## src/rtl/icache_refill.sv

```systemverilog
// -----------------------------------------------------------------------------
// icache_refill
//
// Instruction-cache line refill engine. When the cache reports a miss, the
// block latches the line-aligned base address, reads the line from main
// memory one 32-bit word at a time (word 0 first), assembles the words into
// a full line and pulses fill for one cycle so the cache can write the line.
//
// Parameters
//   WORDS      number of 32-bit words per cache line (power of two, >= 2)
//
// Ports
//   clk        single clock, all state updates on the rising edge
//   reset      synchronous, active-high reset
//   miss       refill request from the cache (held until fill is seen)
//   miss_addr  byte address of the missing fetch
//   mem_req    word read request to main memory (high throughout FETCH)
//   mem_addr   byte address of the word currently requested
//   mem_ack    memory accepted the request, mem_rdata valid this cycle
//   mem_rdata  read data from memory
//   dataline   assembled line, word 0 in bits [31:0]
//   line_addr  line-aligned base address of dataline
//   fill       one-cycle pulse: cache writes dataline/line_addr
//   busy       high whenever a refill is in progress (state not IDLE)
// -----------------------------------------------------------------------------
module icache_refill #(
  parameter int WORDS = 4
) (
  input  logic                  clk,
  input  logic                  reset,
  input  logic                  miss,
  input  logic [31:0]           miss_addr,
  output logic                  mem_req,
  output logic [31:0]           mem_addr,
  input  logic                  mem_ack,
  input  logic [31:0]           mem_rdata,
  output logic [32*WORDS-1:0]   dataline,
  output logic [31:0]           line_addr,
  output logic                  fill,
  output logic                  busy
);

  // Width of the word counter and the mask that clears the in-line offset.
  localparam int          CW        = $clog2(WORDS);
  localparam logic [31:0] LINE_MASK = ~(32'(WORDS * 4) - 32'd1);

  typedef enum logic [1:0] {
    IDLE  = 2'd0,
    FETCH = 2'd1,
    DONE  = 2'd2
  } state_t;

  state_t                r_state;
  state_t                w_next_state;
  logic [CW-1:0]         r_cnt;
  logic [32*WORDS-1:0]   r_line;
  logic [31:0]           r_line_addr;

  logic                  w_accept;
  logic                  w_word_ack;
  logic                  w_last_word;
  logic [31:0]           w_word_off;

  // The counter indexes words; the byte offset is simply counter * 4.
  assign w_last_word = (r_cnt == CW'(WORDS - 1));
  assign w_word_off  = {{(30 - CW){1'b0}}, r_cnt, 2'b00};

  // Next-state logic plus the accept / word-ack strobes for the datapath.
  always_comb begin
    w_next_state = r_state;
    w_accept     = 1'b0;
    w_word_ack   = 1'b0;
    case (r_state)
      IDLE: begin
        if (miss) begin
          w_next_state = FETCH;
          w_accept     = 1'b1;
        end else begin
          w_next_state = IDLE;
        end
      end
      FETCH: begin
        // mem_ack outside FETCH never reaches here, so it is ignored there.
        if (mem_ack) begin
          w_word_ack = 1'b1;
          if (w_last_word) begin
            w_next_state = DONE;
          end else begin
            w_next_state = FETCH;
          end
        end else begin
          w_next_state = FETCH;
        end
      end
      DONE: begin
        // Unconditional return; a miss still held high is taken from IDLE.
        w_next_state = IDLE;
      end
      default: begin
        w_next_state = IDLE;
      end
    endcase
  end

  // State register; reset wins over miss and mem_ack on the same edge.
  always_ff @(posedge clk) begin
    if (reset) begin
      r_state <= IDLE;
    end else begin
      r_state <= w_next_state;
    end
  end

  // Line address, word counter and line assembly buffer.
  always_ff @(posedge clk) begin
    if (reset) begin
      r_cnt       <= '0;
      r_line      <= '0;
      r_line_addr <= 32'd0;
    end else begin
      if (w_accept) begin
        r_line_addr <= miss_addr & LINE_MASK;
        r_cnt       <= '0;
      end else if (w_word_ack) begin
        // Only the addressed word lane is written; all other bits hold.
        r_line[32*r_cnt +: 32] <= mem_rdata;
        if (!w_last_word) begin
          r_cnt <= r_cnt + 1'b1;
        end
      end
    end
  end

  // Memory request and handshake outputs decoded from registered state.
  always_comb begin
    mem_req  = 1'b0;
    mem_addr = 32'd0;
    fill     = 1'b0;
    busy     = 1'b0;
    if (r_state == FETCH) begin
      mem_req  = 1'b1;
      mem_addr = r_line_addr + w_word_off;
    end else begin
      mem_req  = 1'b0;
      mem_addr = 32'd0;
    end
    if (r_state == DONE) begin
      fill = 1'b1;
    end else begin
      fill = 1'b0;
    end
    if (r_state != IDLE) begin
      busy = 1'b1;
    end else begin
      busy = 1'b0;
    end
  end

  // The line buffer and base address stay stable from DONE until the next
  // accepted miss because they only change on accept or word-ack.
  assign dataline  = r_line;
  assign line_addr = r_line_addr;

endmodule

```

## config.mk

```make
export PLATFORM = sky130hd
export DESIGN_NAME = icache_refill
export DESIGN_NICKNAME = d
export VERILOG_FILES = /design/src/rtl/icache_refill.sv
export SDC_FILE = /design/constraint.sdc
export NUM_CORES = 1
export LEC_CHECK = 0
export CAP_MARGIN = 5
export CORE_MARGIN = 1
export CORE_UTILIZATION = 46
export DETAILED_ROUTE_END_ITERATION = 16
export PLACE_DENSITY = 0.87
export SYNTH_ARGS = -nofsm -noshare
export SYNTH_HDL_FRONTEND = slang
export SYNTH_SLANG_ARGS = --single-unit
export TNS_END_PERCENT = 50
```

## constraint.sdc

```tcl
create_clock -name clk -period 4.4 [get_ports clk]
set_input_delay 1.32 -clock clk [delete_from_list [all_inputs] [get_ports clk]]
set_output_delay 1.32 -clock clk [all_outputs]
set_load 0.005 [all_outputs]
```

==> flow_metrics.py <==
metrics = {
    "route": {
        "vias": 6414,
        "routed_wl_um": 20090,
        "dr.pass1.iters": 5,
        "top_layer": "met4",
        "drtAntennaViolNets": 0,
        "drtIter0Drc": 665,
        "wl_per_cell_um": 17.06,
        "vias_per_cell": 5.445,
        "wl_met3_um": 1529,
        "met1_length_um": 7893,
        "dr_wl_met2_um": 9756,
        "drc": 0,
    },
    "logic_synthesis": {
        "synth_cell_types": 26,
        "syn_area_per_cell_um2": 8.022,
        "synth_seq_area_share_pct": 51.65,
        "yosys_warnings": 0,
        "ys_seq_elements": 160,
        "synth-edff-count": 0,
        "ys.flop_type": "dfxtp_1",
        "ys_async_sr_fraction_pct": 0,
        "synthCells": 773,
        "syn_area_um2": 6201,
    },
    "placement": {
        "place.gp.congestion": 0.8740,
        "post_dp_cell_area_um2": 8761,
        "place_hpwl_um": 13800,
        "port_buffers": 252,
        "dp_slack_ps": 1192,
    },
    "clock_tree": {
        "cts_buffer_depth": 2,
        "hold_buffers": 0,
        "cts_resized": 0,
        "clockRootBuffer": "clkbuf_16",
        "cts_buffers": 17,
        "ctsHtreeMaxLevel": 4,
        "tritoncts": "yes",
        "post_cts_buffers": 0,
        "clock_sinks": 160,
        "insertion_delay_ps": 430,
        "clk_pin_slew_ps": 60,
    },
    "critical_path": {
        "path_max_fanout": 29,
        "r2r_setup_slack_ps": 1820,
        "rr_endpoint": "dataline[126]",
        "reg2reg_depth": 6,
        "worstSetupPathType": "reg2out",
        "slowest_stage": "dfxtp_1",
        "crit_path_max_incr_delay_ps": 630,
        "cp.arrival_ps": 2390,
        "cp.required_ps": 3080,
        "crit_family": "buffers and inverters",
        "crit_path_start_kind": "flip-flop",
        "endpoint_kind": "output pin",
        "r2r_start": "r_cnt[0]",
        "crit_chain": "nor2b_1 > buf_4 > and2_1 > clkdlybuf4s50_1",
        "path_buf_inv": 2,
    },
    "hold_path": {
        "hold_class": "reg2reg",
        "hold_depth": 2,
        "hp-start": "dataline[77]",
        "min_to": "dataline[77]",
    },
    "status": {
        "status": "completed",
    },
    "floorplanning": {
        "pin_count": 263,
        "die_w_um": 118.1,
        "die_h_um": 118.1,
        "dieArea_um2": 13950,
        "start_util_pct": 47.01,
        "core_um2": 13190,
        "num_rows": 42,
    },
    "sta": {
        "post-route-period-util_pct": 84.31,
        "holdWs_ps": 448.3,
        "final_max_slew_viol_count": 0,
        "rsz0062_at_grt": "false",
        "clock-skew-final_ps": 11.79,
        "max_slew_margin_pct": 60.37,
        "hold_viol": 0,
        "finalCriticalPeriod_ps": 3710,
        "fmax_mhz": 269.6,
        "finalWorstSetupSlack_ps": 690.2,
        "fin_setup_tns_ps": 0,
        "tightest_slew_ps": 593.8,
        "setup_violations": 0,
    },
    "cells_and_area": {
        "layout_common_cells": "251 x clkdlybuf4s50_1, 184 x nand2_1, 160 x dfxtp_1",
        "drive_gt1_share_pct": 5.689,
        "design_area_um2": 9330,
        "diodes": 0,
        "layout_commonest_cell": "clkdlybuf4s50_1",
        "syn_to_final_growth_pct": 50.46,
        "fillers": 1038,
        "nets": 1063,
    },
    "global_routing": {
        "grt_remaining_overflow": 0,
        "antenna_found_initial": 0,
        "grt_use_total_pct": 28.99,
        "grt_pass1_vias": 6140,
        "grt_max_degree": 74,
        "grt_first_pass_wirelength_um": 31480,
    },
    "power_and_ir_drop": {
        "ir_worst_vdd_mv": 0.2460,
        "p_leak_nw": 3.166,
        "power_density_nw_per_um2": 342.8,
    },
    "job": {
        "maxCapViolCount": 0,
    },
}
==> routing by layer <==
layer | GRT usage [%] | up-vias
met5 | 0 | -
met3 | 7.752 | 69
li1 | - | 3013
met2 | 48.64 | 330
met4 | 15.46 | 0
met1 | 33.64 | 3002
==> cell usage after synthesis (all sizes together), types with 2 or more instances <==
cell,number,share of area (%)
nand2,184,11
dfxtp,160,52
a21oi,156,13
nand3,129,10
buf,44,3.8
clkbuf,34,2.1
and2,30,3.0
ha,6,1.2
and4b,5,0.81
nand4b,4,0.56
nor3b,4,0.65
nor2b,3,0.30
nor3,3,0.24
inv,2,0.12
==> power breakdown <==
group | switching, mW | internal [mW] | total (mW) | leakage (nW)
Clock | 0.584 | 0.832 | 1.42 | 0.274
Combinational | 0.139 | 0.143 | 0.282 | 1.60
Sequential | 0.0234 | 1.48 | 1.50 | 1.30
Total | 0.746 | 2.45 | 3.20 | 3.17
==> logic make-up after synthesis <==
family	count (synthesis)	synth area share (%)
DFF	160	51.65
xor gates and xnor gates	1	0.1413
buffers and inverters	80	5.993
adders and majority gates	6	1.211
AOI/OAI and AO/OA	157	12.67
and+or+nand+nor	367	28.11
muxes	1	0.1614
other	1	0.06047
==> cell type report <==
class	instances	area [µm²]	share of cell area [%]
clock inverters	10	85.08	0.9119
flip-flops and latches	160	3203	34.33
well taps	176	220.2	2.360
multi-input cells	538	2663	28.54
repair buffers	270	2668	28.59
clock buffers	22	484.2	5.190
inverters	2	7.507	0.08046
==> metrics by stage <==
step | util, % | instances | total power [mW]
finish | 70.74 | 1178 | 3.198
global route | 70.74 | 1178 | 3.302
CTS | 70.74 | 1178 | 3.212
detailed placement | 66.42 | 1146 | 1.811
global placement | 66.42 | 1146 | 1.807
floorplan | - | 778 | 1.639
==> sequential cells by signal, indices dropped and copies added (netlist names) <==
name	flops
dataline	128
r_cnt	2
line_addr	28
r_state	2
==> how the worst max path moves through the flow <==
stage                          start             to  cells after the start
after floorplan           r_state[1]   mem_addr[22]                      4
after global placement       mem_ack  dataline[100]                      5
after detailed placement     mem_ack  dataline[104]                      5
after CTS                 r_state[0]   mem_addr[23]                      4
after global routing      r_state[0]   mem_addr[23]                      4
final                     r_state[0]   mem_addr[23]                      4
==> worst reg2reg max path, cell delays in order, from the launching register on <==
cell and delay [ps]:
dfxtp_1 650, inv_1 170, ha_1 460, nor3b_4 570, buf_4 350, nand3_1 110
a21oi_1 180
Note: power is estimated with default switching activity, not from simulation.
